`src/rtl/dpcm_pkg.sv`:
```
// Shared constants and elaboration-time helpers for the multi-channel DPCM encoder/decoder pair.
// Residual limits and the default predictor start value are derived here so both ends agree.
package dpcm_pkg;

    localparam int DEF_DATA_W = 8;
    localparam int DEF_RES_W  = 4;

    function automatic int clog2(input int value);
        int result;
        result = 0;
        for (int v = value - 1; v > 0; v = v >> 1) begin
            result++;
        end
        return result;
    endfunction

    // A channel tag is always at least one bit wide, even for a single-channel build.
    function automatic int chanWidth(input int channels);
        return (clog2(channels) < 1) ? 1 : clog2(channels);
    endfunction

    function automatic int resMax(input int resW);
        return (1 << (resW - 1)) - 1;
    endfunction

    function automatic int resMin(input int resW);
        return -(1 << (resW - 1));
    endfunction

    function automatic int predInitDefault(input int dataW);
        return 1 << (dataW - 1);
    endfunction

    localparam int RES_MAX_DEF   = resMax(DEF_RES_W);
    localparam int RES_MIN_DEF   = resMin(DEF_RES_W);
    localparam int PRED_INIT_DEF = predInitDefault(DEF_DATA_W);

endpackage

```
`src/rtl/dpcm_quant.sv`:
```
// Combinational DPCM quantiser: prediction and sample in, clamped residual and reconstruction out.
// The reconstruction matches what a decoder rebuilds from the residual alone.
module dpcm_quant
    import dpcm_pkg::*;
#(
    parameter int DATA_W = 8,
    parameter int RES_W  = 4,
    parameter int SHIFT  = 0
) (
    input  logic        [DATA_W-1:0] pred_i,
    input  logic        [DATA_W-1:0] data_i,
    output logic signed [RES_W-1:0]  res_o,
    output logic                     sat_o,
    output logic        [DATA_W-1:0] recon_o
);

    localparam int SUM_W = DATA_W + SHIFT + 2;
    localparam logic signed [DATA_W:0] Q_MAX = (DATA_W+1)'(resMax(RES_W));
    localparam logic signed [DATA_W:0] Q_MIN = (DATA_W+1)'(resMin(RES_W));
    localparam logic signed [SUM_W-1:0] RECON_MAX = $signed({{(SHIFT+2){1'b0}}, {DATA_W{1'b1}}});

    logic signed [DATA_W:0]  diff;
    logic signed [DATA_W:0]  qRaw;
    logic signed [DATA_W:0]  qClamped;
    logic signed [SUM_W-1:0] qScaled;
    logic signed [SUM_W-1:0] predExt;
    logic signed [SUM_W-1:0] reconSum;

    assign diff = $signed({1'b0, data_i}) - $signed({1'b0, pred_i});
    assign qRaw = diff >>> SHIFT;

    always_comb begin
        qClamped = qRaw;
        sat_o    = 1'b0;
        if (qRaw > Q_MAX) begin
            qClamped = Q_MAX;
            sat_o    = 1'b1;
        end else if (qRaw < Q_MIN) begin
            qClamped = Q_MIN;
            sat_o    = 1'b1;
        end
    end

    assign res_o = qClamped[RES_W-1:0];

    // Wide enough that the scaled residual plus prediction can never wrap before clamping.
    assign qScaled  = SUM_W'(qClamped) <<< SHIFT;
    assign predExt  = $signed({{(SHIFT+2){1'b0}}, pred_i});
    assign reconSum = predExt + qScaled;

    always_comb begin
        recon_o = reconSum[DATA_W-1:0];
        if (reconSum[SUM_W-1]) begin
            recon_o = '0;
        end else if (reconSum > RECON_MAX) begin
            recon_o = '1;
        end
    end

endmodule

```
`src/rtl/dpcm_enc_mc.sv`:
```
// Multi-channel closed-loop DPCM encoder: per-channel predictors, one output register stage,
// valid/ready on both sides with in_ready combinationally derived from the output stage.
module dpcm_enc_mc
    import dpcm_pkg::*;
#(
    parameter  int DATA_W    = 8,
    parameter  int RES_W     = 4,
    parameter  int SHIFT     = 0,
    parameter  int CHANNELS  = 2,
    parameter  int PRED_INIT = predInitDefault(DATA_W),
    localparam int CH_W      = chanWidth(CHANNELS)
) (
    input  logic                    clock,
    input  logic                    reset,
    input  logic                    in_valid,
    output logic                    in_ready,
    input  logic [DATA_W-1:0]       in_data,
    input  logic [CH_W-1:0]         in_chan,
    input  logic                    in_restart,
    output logic                    out_valid,
    input  logic                    out_ready,
    output logic signed [RES_W-1:0] out_res,
    output logic [CH_W-1:0]         out_chan,
    output logic                    out_sat
);

    localparam logic [DATA_W-1:0] PRED_INIT_V = DATA_W'(PRED_INIT);

    logic [DATA_W-1:0]       pred_q [CHANNELS];
    logic                    outValid_q, outValid_d;
    logic signed [RES_W-1:0] outRes_q,   outRes_d;
    logic [CH_W-1:0]         outChan_q,  outChan_d;
    logic                    outSat_q,   outSat_d;

    logic                    inAccept;
    logic                    chanInRange;
    logic [DATA_W-1:0]       predSel;
    logic signed [RES_W-1:0] qRes;
    logic                    qSat;
    logic [DATA_W-1:0]       recon;

    assign in_ready    = !outValid_q || out_ready;
    assign inAccept    = in_valid && in_ready;
    assign chanInRange = int'(in_chan) < CHANNELS;

    // Out-of-range channels and restarts both encode against the fixed start value.
    always_comb begin
        predSel = PRED_INIT_V;
        if (!in_restart && chanInRange) begin
            predSel = pred_q[in_chan];
        end
    end

    dpcm_quant #(
        .DATA_W (DATA_W),
        .RES_W  (RES_W),
        .SHIFT  (SHIFT)
    ) u_quant (
        .pred_i  (predSel),
        .data_i  (in_data),
        .res_o   (qRes),
        .sat_o   (qSat),
        .recon_o (recon)
    );

    always_comb begin
        outValid_d = outValid_q;
        outRes_d   = outRes_q;
        outChan_d  = outChan_q;
        outSat_d   = outSat_q;
        if (inAccept) begin
            outValid_d = 1'b1;
            outRes_d   = qRes;
            outChan_d  = in_chan;
            outSat_d   = qSat;
        end else if (out_ready) begin
            outValid_d = 1'b0;
        end
    end

    always_ff @(posedge clock) begin
        if (reset) begin
            outValid_q <= 1'b0;
            outRes_q   <= '0;
            outChan_q  <= '0;
            outSat_q   <= 1'b0;
            for (int i = 0; i < CHANNELS; i++) begin
                pred_q[i] <= PRED_INIT_V;
            end
        end else begin
            outValid_q <= outValid_d;
            outRes_q   <= outRes_d;
            outChan_q  <= outChan_d;
            outSat_q   <= outSat_d;
            if (inAccept && chanInRange) begin
                pred_q[in_chan] <= recon;
            end
        end
    end

    assign out_valid = outValid_q;
    assign out_res   = outRes_q;
    assign out_chan  = outChan_q;
    assign out_sat   = outSat_q;

endmodule

```
`config.mk`:
```
export PLATFORM = sky130hd
export DESIGN_NAME = dpcm_enc_mc
export DESIGN_NICKNAME = d
export VERILOG_FILES = /design/src/rtl/dpcm_pkg.sv /design/src/rtl/dpcm_quant.sv /design/src/rtl/dpcm_enc_mc.sv
export SDC_FILE = /design/constraint.sdc
export NUM_CORES = 1
export LEC_CHECK = 0
export ABC_AREA = 1
export BUFFER_PORTS_ARGS = -buffer_cell sky130_fd_sc_hd__buf_4
export CAP_MARGIN = 20
export CORE_MARGIN = 2
export CORE_UTILIZATION = 37
export CTS_CLUSTER_DIAMETER = 120
export DETAILED_ROUTE_END_ITERATION = 7
export PLACE_DENSITY = 0.59
export SLEW_MARGIN = 10
export SYNTH_ARGS = -nofsm -noshare
export SYNTH_HDL_FRONTEND = slang
export SYNTH_SLANG_ARGS = --single-unit
```
`constraint.sdc`:
```
create_clock -name clock -period 5.9 [get_ports clock]
set_input_delay 0.295 -clock clock [delete_from_list [all_inputs] [get_ports clock]]
set_output_delay 0.295 -clock clock [all_outputs]
set_load 0.005 [all_outputs]
```
# Yosys cells after proc, flatten, opt, wreduce, memory -nomap -nowiden
# Memories as Yosys holds them, arrays and structs flattened.
# Index checks and enable logic that the tools add are counted.
# word_totals
memories	1
latchBits	0
register_bits	7
mem_bits_rw	16
output_inout_bits	8
romBits	0
# mem_list
name	depth	word_bits	read_ports	rd_ports_with_merged_regs	wr	line	source
pred_q	2	8	1	0	2	dpcm_enc_mc.sv:29	logic [DATA_W-1:0] pred_q [CHANNELS];
# classes
n_mux	17
n_eq_ne	0
n_addsub	2
multipliers	0
bitwise_logic	0
reduce_logical	5
shifts	0
order_cmp	3
n_div	0
# op_table
op	count
8-bit two-way mux	4
9-bit two-way mux	2
1-bit two-way mux	11
9-bit by 9-bit adder with 10-bit output	1
10-bit by 9-bit > comparator with 1-bit output (second input constant)	1
9-bit by 4-bit > comparator with 1-bit output (second input constant)	1
9-bit by 4-bit < comparator with 1-bit output (second input constant)	1
8-bit by 8-bit subtractor with 9-bit output	1
8-bit OR reduction	1
2-bit nonzero test	1
1-bit logical AND	1
1-bit logical NOT	1
1-bit logical OR	1

# Longest topological paths before layout
# An unclocked memory read counts as a cell.
# logic_depth
ltp_word	11
ltp_mapped	30
mapped_depth_nobuf	29

# By module
# A second synthesis with hierarchy kept.
# unflattened
hier_cells	277
hier_area_um2	2062.0
# modules_own_cells
mod	n_inst	cells_each	area_each_um2
dpcm_quant	1	173	1036.0
dpcm_enc_mc	1	104	1026.0

# Worst setup path before layout
# No wires, ideal clock.
# synth_path
kind	input to register
start	input in_chan
end	memory pred_q[1][7] (data pin)
t_arrival_ns	4.160
slack_ns	1.483
path_buffers	1
setup_time_ns	0.256
path_stages	28
cell_sequence	clkbuf_1 > nor2_1 > nor3_1 > inv_1 > ha_1 > nand3_1 > nand2_1 > nand2_1 > nand2_1 > nand2_1 > nand2_1 > inv_1 > nor3_1 > nand3_1 > ha_1 > nor2_1 > nor2_1 > inv_1 > ha_1 > fa_1 > nand3_1 > nand2_1 > a31oi_1 > inv_1 > nand2_4 > nand3_1 > nand2_1 > nand2_1
# synth_lines
element	line	source
start, declared	dpcm_enc_mc.sv:18	input logic [CH_W-1:0] in_chan,
end, declared	dpcm_enc_mc.sv:29	

==> metrics.txt <==
period utilization 0.7767; floorplan row count 26; fmax 0.2182 GHz; Seq/Total Area, Yosys 0.3102; Clock Skews 8.691 ps; final worst slack about 1300 ps; total CTS buffers 3; Initial Util 0.3868; GRT Total Usage 0.1573; Setup WS pre-CTS 966.3 ps; post-layout net count approximately 330; chip width a little under 80 um; most frequent cells in the layout 53 x nand2_1, 44 x nor2_1, 43 x inv_1; YS warnings 0; Post-Syn Area approximately 2000 um2; WP data required 5920 ps; clk buf depth 2; hold depth 2; GPL Wtd Cong 0.8191; Hold Path Class in2reg; Vias 1,783; ANT cells 0; CTS tree done; residual DRC count 0; share of layout cells above drive strength 1 0.1611; first-pass GRT wire length roughly 7600 um; setup repair bufs after CTS 0; crit start category register; fin. max-slew vios 0; RSZ-0062 raised after global routing false; max-cap violation count 0; Max IR drop VDD 0.1681 mV; Synth Register Bits 23; PostCTS Resize Cnt 0; area grow syn2layout 14.32%; Synth Area per Inst 7.302 um2; CTS H-tree lvls 1; CTS Sinks 23; Pleak 1.143 nW; post-synth cell types 28; CP max stage cell nor3_1; TNS Setup 0 ps; Synth Net Count approximately 310; final WL around 4500 um; I/O Buffers 21; core area 5172 um2; share of total power in combinational logic 0.536; CP most frequent cell nand2_1; initial antenna violation count 0; Worst slew margin 0.5442; pwr dens 278.4 nW/um2; crit path max fanout 8; Congestion Overflow GR 0; final hold slack 201.9 ps; Mapped Cells 274; chip height about 78 um; WS Path Type reg2reg; most common cell after layout, fill and taps aside nand2_1; Clk Latency, worst-skew pair 270 ps; Critical Path Max Stage Delay 560 ps; DRT Pass-1 Iters 4; DR iter-0 viols 69; switching share of power 0.4262; Top Ports 22; Detailed Place HPWL 3785 um; Post-Layout Cell Count 368; final core utilization 0.4422; Final setup viols 0; Internal between 0.3 and 0.4 mW; R2R cell count 27; largest net degree at the start of global routing 13; Routed WL per cell 12.24 um; crit end category register; Hold Vio Cnt, Final 0; clk slew on worst S/H paths 80 ps; Worst-Margin Slew 678.4 ps; sequential group share of total power 0.309; clock share of power 0.155; cell count after placement 364; vias in the first global route 1,665; post-route ant nets 0; DIE AREA 6012 um2; worst path arrival time 4600 ps; min Tclk post-route 4582 ps; outcome completed; Via density ~4.8; Switching Power 0.2713 mW; clk root buf clkbuf_8; hold buffer count at cts 0
## worst paths after layout
check	from	to	slack, ps
min	reset	out_valid$_SDFFE_PP0P_	200
max	pred_q[0][1]$_SDFFCE_PN0P_	pred_q[1][7]$_SDFFCE_PN1P_	1320
max reg2reg	pred_q[0][1]$_SDFFCE_PN0P_	pred_q[1][7]$_SDFFCE_PN1P_	1320
min reg2reg	out_chan$_SDFFE_PP0P_	out_chan$_SDFFE_PP0P_	480
## Yosys cell counts
cell type  instances  area [um2]
nand2_1           53       198.9
dfxtp_1            7       140.1
nor3_1             8       40.04
o311ai_0           1       8.760
nor2_2             2       12.51
xor2_1             3       26.28
a21oi_1           17       85.08
clkinv_1           3       11.26
nand2_4            3       33.78
o311ai_2           1       16.27
a31oi_1            2       12.51
a21oi_2            2       17.52
inv_1             43       161.4
o21ai_0            4       20.02
edfxtp_1          16       480.5
fa_1               2       40.04
nand3b_1           2       15.01
ha_1              19       237.7
o21ai_1            3       15.01
nand4_1            3       18.77
inv_2              3       11.26
nand3_4            1       17.52
nand3_1           15       75.07
xnor2_1            4       35.03
nand3_2            7       70.07
nand2_2            5       31.28
nor2_1            44       165.2
clkbuf_1           1       3.750
## kinds of logic after synthesis
logic type,after synthesis,synth area share
compound gates,30,0.08756
xor+xnor,7,0.03064
fa+ha+maj,21,0.1388
buf+inv,50,0.09380
flops,23,0.3102
simple gates,143,0.3390
## critical path, delay by kind of cell (launching register included)
| kind | cells | cell delay, ps |
|---|---|---|
| AO/OA/AOI/OAI | 1 | 290 |
| flip-flops | 1 | 340 |
| buffers and inverters | 4 | 350 |
| adder cells (fa/ha/maj) | 4 | 1250 |
| AND/OR/NAND/NOR | 18 | 2120 |
## registers in the layout, indices dropped and copies added (netlist names)
| signal | count |
|---|---|
| pred_q | 16 |
| out_res | 4 |
| out_chan | 1 |
| out_sat | 1 |
| out_valid | 1 |
## metal layers
layer,global-route usage,part of all wire,routed length [um]
met1,0.2121,0.49,2187
met4,0.05000,0.015,66
met3,0.01977,0.030,134
met5,0,0,0
met2,0.2617,0.47,2115
## power groups by stage
| stage | logic (mW) | registers, mW | clock network, mW |
|---|---|---|---|
| after floorplan | 0.264 | 0.200 | 0 |
| after global routing | 0.388 | 0.198 | 0.108 |
| after CTS | 0.344 | 0.197 | 0.101 |
| final | 0.342 | 0.197 | 0.0984 |
| after global placement | 0.342 | 0.201 | 0 |
| after detailed placement | 0.342 | 0.201 | 0 |
## final cells by class
| type | instances | area [um2] |
|---|---|---|
| fillers | 546 | 2885 |
| multi-input cells | 201 | 1192 |
| flip-flops and latches | 23 | 620.6 |
| inverters | 49 | 183.9 |
| repair buffers | 21 | 157.7 |
| well taps | 70 | 87.58 |
| clock buffers | 4 | 45.04 |
## per-stage QoR
step                      area [um2]  power [mW]
after detailed placement        2242      0.5427
after global routing            2287      0.6943
final                           2287      0.6367
after floorplan                 2001      0.4637
after CTS                       2287      0.6415
after global placement          2242      0.5426
Power figures use the tool's default switching activity.
